--- src/rtl/clock_mon_scanner.sv ---
`default_nettype none
// ------------------------------------------------------------------------
// clock_mon_scanner: calibrates the clock monitor, then polls each clock and
// flags frequencies outside expected +/- (expected >> TOL_SHIFT).  Rev 1.0
// ------------------------------------------------------------------------
module clock_mon_scanner #(
   parameter int unsigned                NUM_CLOCKS    = 8,
   parameter logic [31:0]                REF_FREQ      = 32'd40000000,
   parameter logic [32*NUM_CLOCKS-1:0]   EXPECTED_FREQ = {NUM_CLOCKS{32'd0}},
   parameter int unsigned                TOL_SHIFT     = 6,
   parameter int unsigned                SETTLE_CYCLES = 2000000,
   parameter int unsigned                POLL_GAP      = 65536,
   parameter int unsigned                ACK_TIMEOUT   = 15,
   localparam int unsigned               AW = (NUM_CLOCKS > 1) ? $clog2(NUM_CLOCKS) : 1
) (
   input  logic                  clk_i,
   input  logic                  rst_i,
   input  logic                  cal_i,
   output logic [AW-1:0]         mon_adr_o,
   output logic                  mon_en_o,
   output logic                  mon_wr_o,
   output logic [31:0]           mon_dat_o,
   input  logic [31:0]           mon_dat_i,
   input  logic                  mon_ack_i,
   output logic [31:0]           freq_o,
   output logic [AW-1:0]         freq_adr_o,
   output logic                  freq_valid_o,
   output logic [NUM_CLOCKS-1:0] freq_ok_o,
   output logic                  scan_valid_o,
   output logic                  scan_done_o,
   output logic                  alarm_o,
   output logic                  bus_err_o
);

   localparam int unsigned CMAX = (SETTLE_CYCLES > POLL_GAP) ? SETTLE_CYCLES : POLL_GAP;
   localparam int unsigned CW   = (CMAX > 0) ? $clog2(CMAX + 1) : 1;
   localparam int unsigned TW   = (ACK_TIMEOUT > 0) ? $clog2(ACK_TIMEOUT + 1) : 1;
   localparam logic [CW-1:0] SETTLE_LAST = CW'((SETTLE_CYCLES > 0) ? SETTLE_CYCLES - 1 : 0);
   localparam logic [CW-1:0] POLL_LAST   = CW'((POLL_GAP > 0) ? POLL_GAP - 1 : 0);
   localparam logic [TW-1:0] TMO_LAST    = TW'((ACK_TIMEOUT > 0) ? ACK_TIMEOUT - 1 : 0);
   localparam logic [AW-1:0] ADR_LAST    = AW'(NUM_CLOCKS - 1);

   typedef enum logic [2:0] {
      ST_CAL    = 3'd0,
      ST_SETTLE = 3'd1,
      ST_GAP1   = 3'd2,
      ST_RD     = 3'd3,
      ST_CHK    = 3'd4,
      ST_NEXT   = 3'd5,
      ST_PAUSE  = 3'd6,
      ST_GAP0   = 3'd7
   } state_t;

   state_t                state_q, state_d;
   logic [AW-1:0]         addr_q, addr_d;
   logic                  en_q, en_d;
   logic                  wr_q, wr_d;
   logic [31:0]           dat_q, dat_d;
   logic [TW-1:0]         tmo_q, tmo_d;
   logic [CW-1:0]         cnt_q, cnt_d;
   logic [31:0]           freq_q, freq_d;
   logic [AW-1:0]         freq_adr_q, freq_adr_d;
   logic                  freq_valid_q, freq_valid_d;
   logic [NUM_CLOCKS-1:0] ok_q, ok_d;
   logic                  scan_valid_q, scan_valid_d;
   logic                  scan_done_q, scan_done_d;
   logic                  alarm_q, alarm_d;
   logic                  bus_err_q, bus_err_d;

   logic [31:0] exp_w;
   logic [32:0] tol_w, lo_w, hi_w;
   logic        in_tol_w, ack_w, tmo_w;

   // Window is computed in 33 bits; the high bound saturates at 2^32-1.
   always_comb begin
      exp_w = EXPECTED_FREQ[32*int'(addr_q) +: 32];
      tol_w = {1'b0, exp_w} >> TOL_SHIFT;
      lo_w  = {1'b0, exp_w} - tol_w;
      hi_w  = {1'b0, exp_w} + tol_w;
      if (hi_w[32]) begin
         hi_w = 33'h0_FFFF_FFFF;
      end
      in_tol_w = ({1'b0, mon_dat_i} >= lo_w) && ({1'b0, mon_dat_i} <= hi_w);
   end

   assign ack_w = en_q & mon_ack_i;
   assign tmo_w = en_q & ~mon_ack_i & (tmo_q == TMO_LAST);

   always_comb begin
      state_d      = state_q;
      addr_d       = addr_q;
      en_d         = en_q;
      wr_d         = wr_q;
      dat_d        = dat_q;
      tmo_d        = '0;
      cnt_d        = cnt_q;
      freq_d       = freq_q;
      freq_adr_d   = freq_adr_q;
      freq_valid_d = 1'b0;
      ok_d         = ok_q;
      scan_valid_d = scan_valid_q;
      scan_done_d  = 1'b0;
      bus_err_d    = bus_err_q;
      alarm_d      = scan_valid_q & ~(&ok_q);

      if (en_q && !ack_w && !tmo_w) begin
         tmo_d = tmo_q + 1'b1;
      end

      if (cal_i) begin
         state_d      = ST_GAP0;
         en_d         = 1'b0;
         addr_d       = '0;
         tmo_d        = '0;
         cnt_d        = '0;
         ok_d         = '0;
         scan_valid_d = 1'b0;
         bus_err_d    = 1'b0;
      end else begin
         case (state_q)
            // en_q is low here only straight out of reset; otherwise GAP0 issued it.
            ST_CAL: begin
               if (!en_q) begin
                  en_d  = 1'b1;
                  wr_d  = 1'b1;
                  dat_d = REF_FREQ;
               end else if (ack_w || tmo_w) begin
                  en_d      = 1'b0;
                  bus_err_d = bus_err_q | tmo_w;
                  cnt_d     = '0;
                  state_d   = (SETTLE_CYCLES == 0) ? ST_GAP1 : ST_SETTLE;
               end
            end
            ST_SETTLE: begin
               if (cnt_q == SETTLE_LAST) begin
                  cnt_d   = '0;
                  state_d = ST_GAP1;
               end else begin
                  cnt_d = cnt_q + 1'b1;
               end
            end
            ST_GAP1: begin
               en_d    = 1'b1;
               wr_d    = 1'b0;
               state_d = ST_RD;
            end
            ST_RD: begin
               if (ack_w) begin
                  en_d         = 1'b0;
                  freq_d       = mon_dat_i;
                  freq_adr_d   = addr_q;
                  freq_valid_d = 1'b1;
                  ok_d[addr_q] = in_tol_w;
                  state_d      = ST_CHK;
               end else if (tmo_w) begin
                  en_d         = 1'b0;
                  bus_err_d    = 1'b1;
                  ok_d[addr_q] = 1'b0;
                  state_d      = ST_NEXT;
               end
            end
            ST_CHK: begin
               state_d = ST_NEXT;
            end
            ST_NEXT: begin
               if (addr_q == ADR_LAST) begin
                  addr_d       = '0;
                  scan_done_d  = 1'b1;
                  scan_valid_d = 1'b1;
                  cnt_d        = '0;
                  state_d      = (POLL_GAP == 0) ? ST_GAP1 : ST_PAUSE;
               end else begin
                  addr_d  = addr_q + 1'b1;
                  state_d = ST_GAP1;
               end
            end
            ST_PAUSE: begin
               if (cnt_q == POLL_LAST) begin
                  cnt_d   = '0;
                  state_d = ST_GAP1;
               end else begin
                  cnt_d = cnt_q + 1'b1;
               end
            end
            ST_GAP0: begin
               en_d    = 1'b1;
               wr_d    = 1'b1;
               dat_d   = REF_FREQ;
               state_d = ST_CAL;
            end
            default: begin
               state_d = ST_GAP0;
               en_d    = 1'b0;
            end
         endcase
      end
   end

   always_ff @(posedge clk_i or posedge rst_i) begin
      if (rst_i) begin
         state_q      <= ST_CAL;
         addr_q       <= '0;
         en_q         <= 1'b0;
         wr_q         <= 1'b0;
         dat_q        <= '0;
         tmo_q        <= '0;
         cnt_q        <= '0;
         freq_q       <= '0;
         freq_adr_q   <= '0;
         freq_valid_q <= 1'b0;
         ok_q         <= '0;
         scan_valid_q <= 1'b0;
         scan_done_q  <= 1'b0;
         alarm_q      <= 1'b0;
         bus_err_q    <= 1'b0;
      end else begin
         state_q      <= state_d;
         addr_q       <= addr_d;
         en_q         <= en_d;
         wr_q         <= wr_d;
         dat_q        <= dat_d;
         tmo_q        <= tmo_d;
         cnt_q        <= cnt_d;
         freq_q       <= freq_d;
         freq_adr_q   <= freq_adr_d;
         freq_valid_q <= freq_valid_d;
         ok_q         <= ok_d;
         scan_valid_q <= scan_valid_d;
         scan_done_q  <= scan_done_d;
         alarm_q      <= alarm_d;
         bus_err_q    <= bus_err_d;
      end
   end

   assign mon_adr_o    = addr_q;
   assign mon_en_o     = en_q;
   assign mon_wr_o     = wr_q;
   assign mon_dat_o    = dat_q;
   assign freq_o       = freq_q;
   assign freq_adr_o   = freq_adr_q;
   assign freq_valid_o = freq_valid_q;
   assign freq_ok_o    = ok_q;
   assign scan_valid_o = scan_valid_q;
   assign scan_done_o  = scan_done_q;
   assign alarm_o      = alarm_q;
   assign bus_err_o    = bus_err_q;

endmodule
`default_nettype wire

--- config.mk ---
export PLATFORM = sky130hd
export DESIGN_NAME = clock_mon_scanner
export DESIGN_NICKNAME = d
export VERILOG_FILES = /design/src/rtl/clock_mon_scanner.sv
export SDC_FILE = /design/constraint.sdc
export NUM_CORES = 1
export LEC_CHECK = 0
export CORE_UTILIZATION = 40
export CTS_CLUSTER_SIZE = 28
export DETAILED_ROUTE_END_ITERATION = 10
export PLACE_DENSITY = 0.71
export SLEW_MARGIN = 30
export SYNTH_ARGS = -nofsm -noshare
export SYNTH_HDL_FRONTEND = slang
export SYNTH_SLANG_ARGS = --single-unit
--- constraint.sdc ---
create_clock -name clk_i -period 2.3 [get_ports clk_i]
set_input_delay 0.23 -clock clk_i [delete_from_list [all_inputs] [get_ports clk_i]]
set_output_delay 0.23 -clock clk_i [all_outputs]
set_load 0.03 [all_outputs]
Word-level counts from Yosys, hierarchy flattened
Cells that the tools add are included.
{ "op_classes": {"bitwise_logic": 10, "magnitude_cmp": 4, "reduce_logical": 28, "n_eq_ne": 20, "muxes": 54, "add_sub_neg": 5, "n_shift": 1} }
{ "ops": {"columns": ["op", "count"], "rows": [
  ["indexed part select 256 x 9 -> 32 bit, first input constant", 1],
  ["2-to-1 mux 21 bit", 6],
  ["one-hot mux 21 bit (4 select lines)", 1],
  ["2-to-1 mux 32 bit", 2],
  ["one-hot mux 32 bit (2 select lines)", 1],
  ["adder 32 x 26 -> 33 bit", 1],
  [">= comparator 32 x 33 -> 1 bit", 1],
  ["2-to-1 mux 3 bit", 11],
  ["subtractor 32 x 26 -> 33 bit", 1],
  ["less-or-equal comparator 32 bit", 1],
  ["2-to-1 mux 8 bit", 4],
  ["one-hot mux 3 bit (8 select lines)", 1],
  ["adder 21 x 1 -> 21 bit, second input constant", 1],
  ["equality test 21 x 16 -> 1 bit, second input constant", 1],
  ["equality test 21 bit, second input constant", 1],
  ["2-to-1 mux 1 bit", 21],
  ["inequality test 3 bit, second input constant", 7],
  ["equality test 3 bit, second input constant", 5],
  ["AND reduction 5 bit", 2],
  ["AND reduction 3 bit", 3],
  ["nonzero test 3 bit", 3],
  ["bitwise AND 8 bit", 1],
  ["bitwise mux 8 bit", 1],
  ["2-to-1 mux 4 bit", 2],
  ["27 further kinds", 43]
]} }
{ "word_totals": {"regBits": 113, "input_bits": 36} }

Depth between registers and ports, before layout
{ "logic_depth": {"ltp_word": 10, "ltp_mapped": 10, "depth_no_buf": 7} }

Worst setup path after synthesis
No wires, ideal clock.
{ "synth_path": {"path_type": "register -> register", "start": "reg addr_q[1] (netlist: mon_adr_o[1])", "end": "reg cnt_q[10]", "setup_time_ps": 77, "slack_ps": 83, "path_stages_with_launch": 9, "path_buffers": 1, "arrival_time_ps": 2140, "synth_period_minus_slack_ps": 2217, "cell_sequence": "dfrtp_1 -> ha_1 -> ha_1 -> nand2_1 -> nand3_1 -> a21oi_4 -> buf_4 -> or4_2 -> a21oi_1"} }
{ "synth_via": {"elab_chain_len": 3} }
{ "synth_rtl": {"columns": ["element", "line_no", "rtl"], "rows": [
  ["from (decl)", "55", "logic [AW-1:0] addr_q, addr_d;"],
  ["from (signal assigned)", "218", "addr_q <= addr_d;"],
  ["equality test 3 bit", "166", "if (addr_q == ADR_LAST) begin"],
  ["inequality test 3 bit (no source line)", null, null],
  ["AND reduction 4 bit (no source line)", null, null],
  ["to (signal assigned)", "223", "cnt_q <= cnt_d;"],
  ["to (decl)", "60", "logic [CW-1:0] cnt_q, cnt_d;"]
]} }
Every way passes these cells.
A chain may end at the register's enable or synchronous reset.

Worst setup path after layout
{ "layout_path": {"start": "reg state_q[1]", "end": "reg cnt_q[19]"} }
{ "layout_via": {"elab_chain_len": 3, "elab_cells_between_ends": 11, "cone_classes": "eq/ne (6); mux (2); reduce/logical (3)"} }
{ "layout_rtl": {"columns": ["element", "line_no", "rtl"], "rows": [
  ["from (decl)", "54", "state_t state_q, state_d;"],
  ["from (signal assigned)", "217", "state_q <= state_d;"],
  ["equality test 3 bit (tied with other cells)", "120", "case (state_q)"],
  ["inequality test 3 bit (no source line) (tied with other cells)", null, null],
  ["AND reduction 4 bit (no source line) or 2-to-1 mux 21 bit (tied branches)", null, null]
]} }
Several ways; a longest one is shown, not always the timed one.

==> impl_results.md <==
* Gate power share at 0.473
* Crit path capture type: flip-flop
* CORE AREA at 10,400 um^2
* Number of global-route vias before repair at ~3.7k
* Post-synthesis compound-gate area fraction at 0.113
* Site Rows at 37
* Tmin final at around 2.2 ns
* Largest net degree at the start of global routing at 66
* Pwr/cell area at ~980 nW/um^2
* DRC violations left at 0
* Crit path from: state_q[1]
* Vias per cell at roughly 5.4
* Reg-to-Reg Start: state_q[1]
* Seq/Total Area, Yosys at 0.473
* Cell Int Power at ~3.4 mW
* Total number of vias at 3,600
* Synth Area in Simple Gates at 0.186
* Reg clk slew, reported paths at approximately 0.1 ns
* Final hold slack at 0.215 ns
* Chip Width at approximately 110 um
* Number of port buffers at 96
* Final Hold Viols at 0
* CP endpoint: cnt_q[19]
* Dpl hpwl at about 7.5 mm
* Drt wl/cell at between 15 and 20 um
* GRT Total Usage at 0.200
* Sw power at 2.24 mW
* Pins Over Slew Limit at 0
* Initial antenna violation count at 0
* End of the worst register-to-register path: cnt_q[19]
* First-pass GRT wire length at 17.9 mm
* FMAX at around 460 MHz
* WP data required at about 2.6 ns
* Synth Area in Adders at 0.0259
* Antenna diodes at 0
* Type of origin of the critical path: flip-flop
* Final setup fails at 0
* Syn Area/Cell at 10.4 um^2
* P_leak at ~2.4 nW
* Number of flops mapped to enable cells by yosys at 0
* Warnings from Yosys at 0
* Clk pwr share at 0.174
* Number of distinct library cells after synthesis at 65
* Share of power burned in registers at 0.353
* Post-placement cell count at between 600 and 700
* Primary FF master, synth: dfrtp_1
* Crit-path max FO at 12
* Initial Utilization at 0.417
* ANT nets after route at 0
* Total Routed Length at around 10 mm
* Largest family of logic cells by synthesized area: simple AND/OR/NAND/NOR gates
* CTS sink count at between 80 and 90
* Maximum VDD drop at 0.000723 V
* DIE HEIGHT at ~110 um
* Post-synthesis cell area at 4340 um^2
* IO Pins at 121
* CP peak stage delay at roughly 0.5 ns
* GP Congestion at slightly above 0.8
* CTS Buf Count at 9
* Outcome: finished, final reports clean
* Synthesized flop and latch total at approximately 80
* Clk_skew at approximately 0.015 ns
* CTS tree: built
* H-tree levels at 3
* Fin cells at ~670
* Cell chain of the critical path: inv_1 -> ha_1 -> a311o_2 -> a21oi_4 -> buf_12 -> buf_4 -> or4b_1 -> a21oi_1
* Post-Place Worst Slack at -0.261 ns
* DRT Pass-1 Iters at 4
* Number of max-cap violations at 0
* CTS Buffer Depth at 2
* Worst endpoint data arrival time at between 2 and 2.5 ns
* Type of the worst min-delay path: input port to asynchronous set/reset pin
* Sw Ratio at 0.398
* Area growth syn-to-layout at 32.5%
* Worst setup margin at approximately 0.10 ns
* Setup CP Type: flip-flop to flip-flop
* Final nets at about 580
* Clk_lat worst skew at 0.36 ns
* XOR/XNOR Fraction of Synth Area at 0.00403
* CTS root buffer: clkbuf_8
* Post-synthesis mux area share at 0.105
* Iteration-0 DRC count of the detailed router at between 150 and 200
* Crit share post-route at 0.955
* Crit-path slowest cell: or4b_1
* Share of synthesized registers carrying an async set or reset at 1.00
* Layout cell share with drive strength beyond 1 at 0.206
* R2r setup slk at between 0.1 and 0.15 ns
* Register-to-Register Path Depth at 8
* Die footprint at approximately 11,000 um^2
* Synth Instances at roughly 420
* Grt total ovfl at 0
## worst min-delay path by stage
stage	from	endpoint	slack [ns]	depth (start not counted)
6_report	rst_i	freq_o[21]	0.21	2
5_1_grt	rst_i	freq_o[21]	0.26	2
4_1_cts	rst_i	freq_o[21]	0.22	2
3_5_place_dp	bus_err_o	bus_err_o	0.49	2
3_3_place_gp	tmo_q[0]	tmo_q[0]	0.47	1
2_1_floorplan	mon_dat_i[0]	freq_o[0]	0.38	1
## synth_stat cells, types with 3 or more instances
| library cell | number | area share |
|---|---|---|
| nand3_1 | 16 | 0.018 |
| buf_4 | 34 | 0.059 |
| nor4_1 | 11 | 0.016 |
| buf_2 | 5 | 0.0058 |
| o31ai_1 | 6 | 0.010 |
| nand2b_1 | 6 | 0.0086 |
| or3_1 | 3 | 0.0043 |
| or4_1 | 3 | 0.0052 |
| buf_1 | 4 | 0.0035 |
| ha_1 | 9 | 0.026 |
| a31oi_1 | 4 | 0.0058 |
| dfrtp_1 | 82 | 0.47 |
| or4b_1 | 3 | 0.0069 |
| nor3_1 | 14 | 0.016 |
| a21oi_1 | 16 | 0.018 |
| o32ai_1 | 3 | 0.0061 |
| clkbuf_1 | 10 | 0.0086 |
| or4_2 | 3 | 0.0061 |
| o211ai_1 | 5 | 0.0086 |
| mux2i_1 | 5 | 0.012 |
| o21ai_0 | 12 | 0.014 |
| mux2_2 | 36 | 0.093 |
| nand4_1 | 9 | 0.013 |
| nor3b_1 | 4 | 0.0069 |
| nand2_1 | 26 | 0.022 |
| and3_1 | 6 | 0.0086 |
| inv_1 | 12 | 0.010 |
| nor2_1 | 28 | 0.024 |
## metrics by stage
step	util	cell area, um^2	power [mW]	setup TNS, ns
after floorplan	-	4430	3.56	0
after global placement	0.526	5480	4.50	-1.12
after detailed placement	0.526	5480	4.55	-1.63
after CTS	0.546	5690	5.57	0
after global routing	0.552	5750	5.94	-0.00402
final	0.552	5750	5.62	0
## layout make-up
type,instances,area [um^2]
Clock buffer,10,128
Clock inverter,6,50.0
Fill cell,922,4660
Inverter,13,52.6
Multi-Input combinational cell,291,2010
Sequential cell,82,2050
Tap cell,136,170
Timing Repair Buffer,133,1290
## logic make-up (layout without fill, tap and decap cells)
logic type,count (synthesis),after routing
AOI/OAI and AO/OA,69,69
xor gates and xnor gates,2,2
adders and majority gates,9,9
buffers and inverters,68,162
DFF,82,82
muxes,41,41
other,1,24
and+or+nand+nor,146,146
## what timing repair did
action / in CTS / in global routing
hold buffers: 0 / 0
pin swaps: 1 / 1
setup endpoints to repair: 4 / 19
buffers inserted: 2 / 2
gates resized for setup: 1 / 6
## cells in the final DEF (no fill, tap or decap), types with 4 or more instances in the layout
cell type | netlist | layout
inv_1 | 12 | 11
clkdlybuf4s50_1 | 0 | 96
and3_1 | 6 | 6
buf_4 | 34 | 33
clkbuf_8 | 0 | 9
a21oi_1 | 16 | 16
ha_1 | 9 | 8
dfrtp_1 | 82 | 82
nor2_1 | 28 | 28
o21ai_0 | 12 | 12
nor3_1 | 14 | 14
conb_1 | 1 | 24
o31ai_1 | 6 | 6
mux2i_1 | 5 | 5
clkinvlp_4 | 0 | 5
nor4_1 | 11 | 9
mux2_2 | 36 | 36
nand2b_1 | 6 | 6
buf_12 | 0 | 4
o211ai_1 | 5 | 5
nand4_1 | 9 | 9
nand3_1 | 16 | 15
a31oi_1 | 4 | 4
nor3b_1 | 4 | 4
nand2_1 | 26 | 26
## power groups by stage
stage	clock network [mW]	registers [mW]	logic [mW]
after global routing	1.07	2.03	2.84
after detailed placement	0	2.00	2.55
after CTS	0.996	1.98	2.59
final	0.977	1.98	2.66
after global placement	0	1.99	2.51
after floorplan	0	2.60	0.955
## registers in the layout (all words and copies together), names as in the netlist
name and cells:
scan_done_o 1, state_q 3, freq_o 32, freq_valid_o 1
mon_wr_o 1, freq_adr_o 3, mon_dat_o 1, mon_adr_o 3
tmo_q 4, scan_valid_o 1, alarm_o 1, freq_ok_o 8
bus_err_o 1, cnt_q 21, mon_en_o 1
## worst max-delay path: cells and delay by family, from the launching register on
kind	cells	cell delay, ns
AND/OR/NAND/NOR	1	0.50
buffers and inverters	3	0.43
adder cells (fa/ha/maj)	1	0.26
AO/OA/AOI/OAI	3	0.49
flip-flops	1	0.41
## per-layer routing
| layer | up-vias | share of wire | track usage | wire, um |
|---|---|---|---|---|
| met2 | 134 | 0.49 | 0.330 | 5080 |
| li1 | 1684 | - | - | - |
| met3 | 11 | 0.069 | 0.0558 | 715 |
| met1 | 1771 | 0.43 | 0.248 | 4490 |
| met5 | - | 0 | 0 | 0 |
| met4 | 0 | 0.014 | 0.0744 | 146 |
Note: power is estimated with default switching activity, not from simulation.
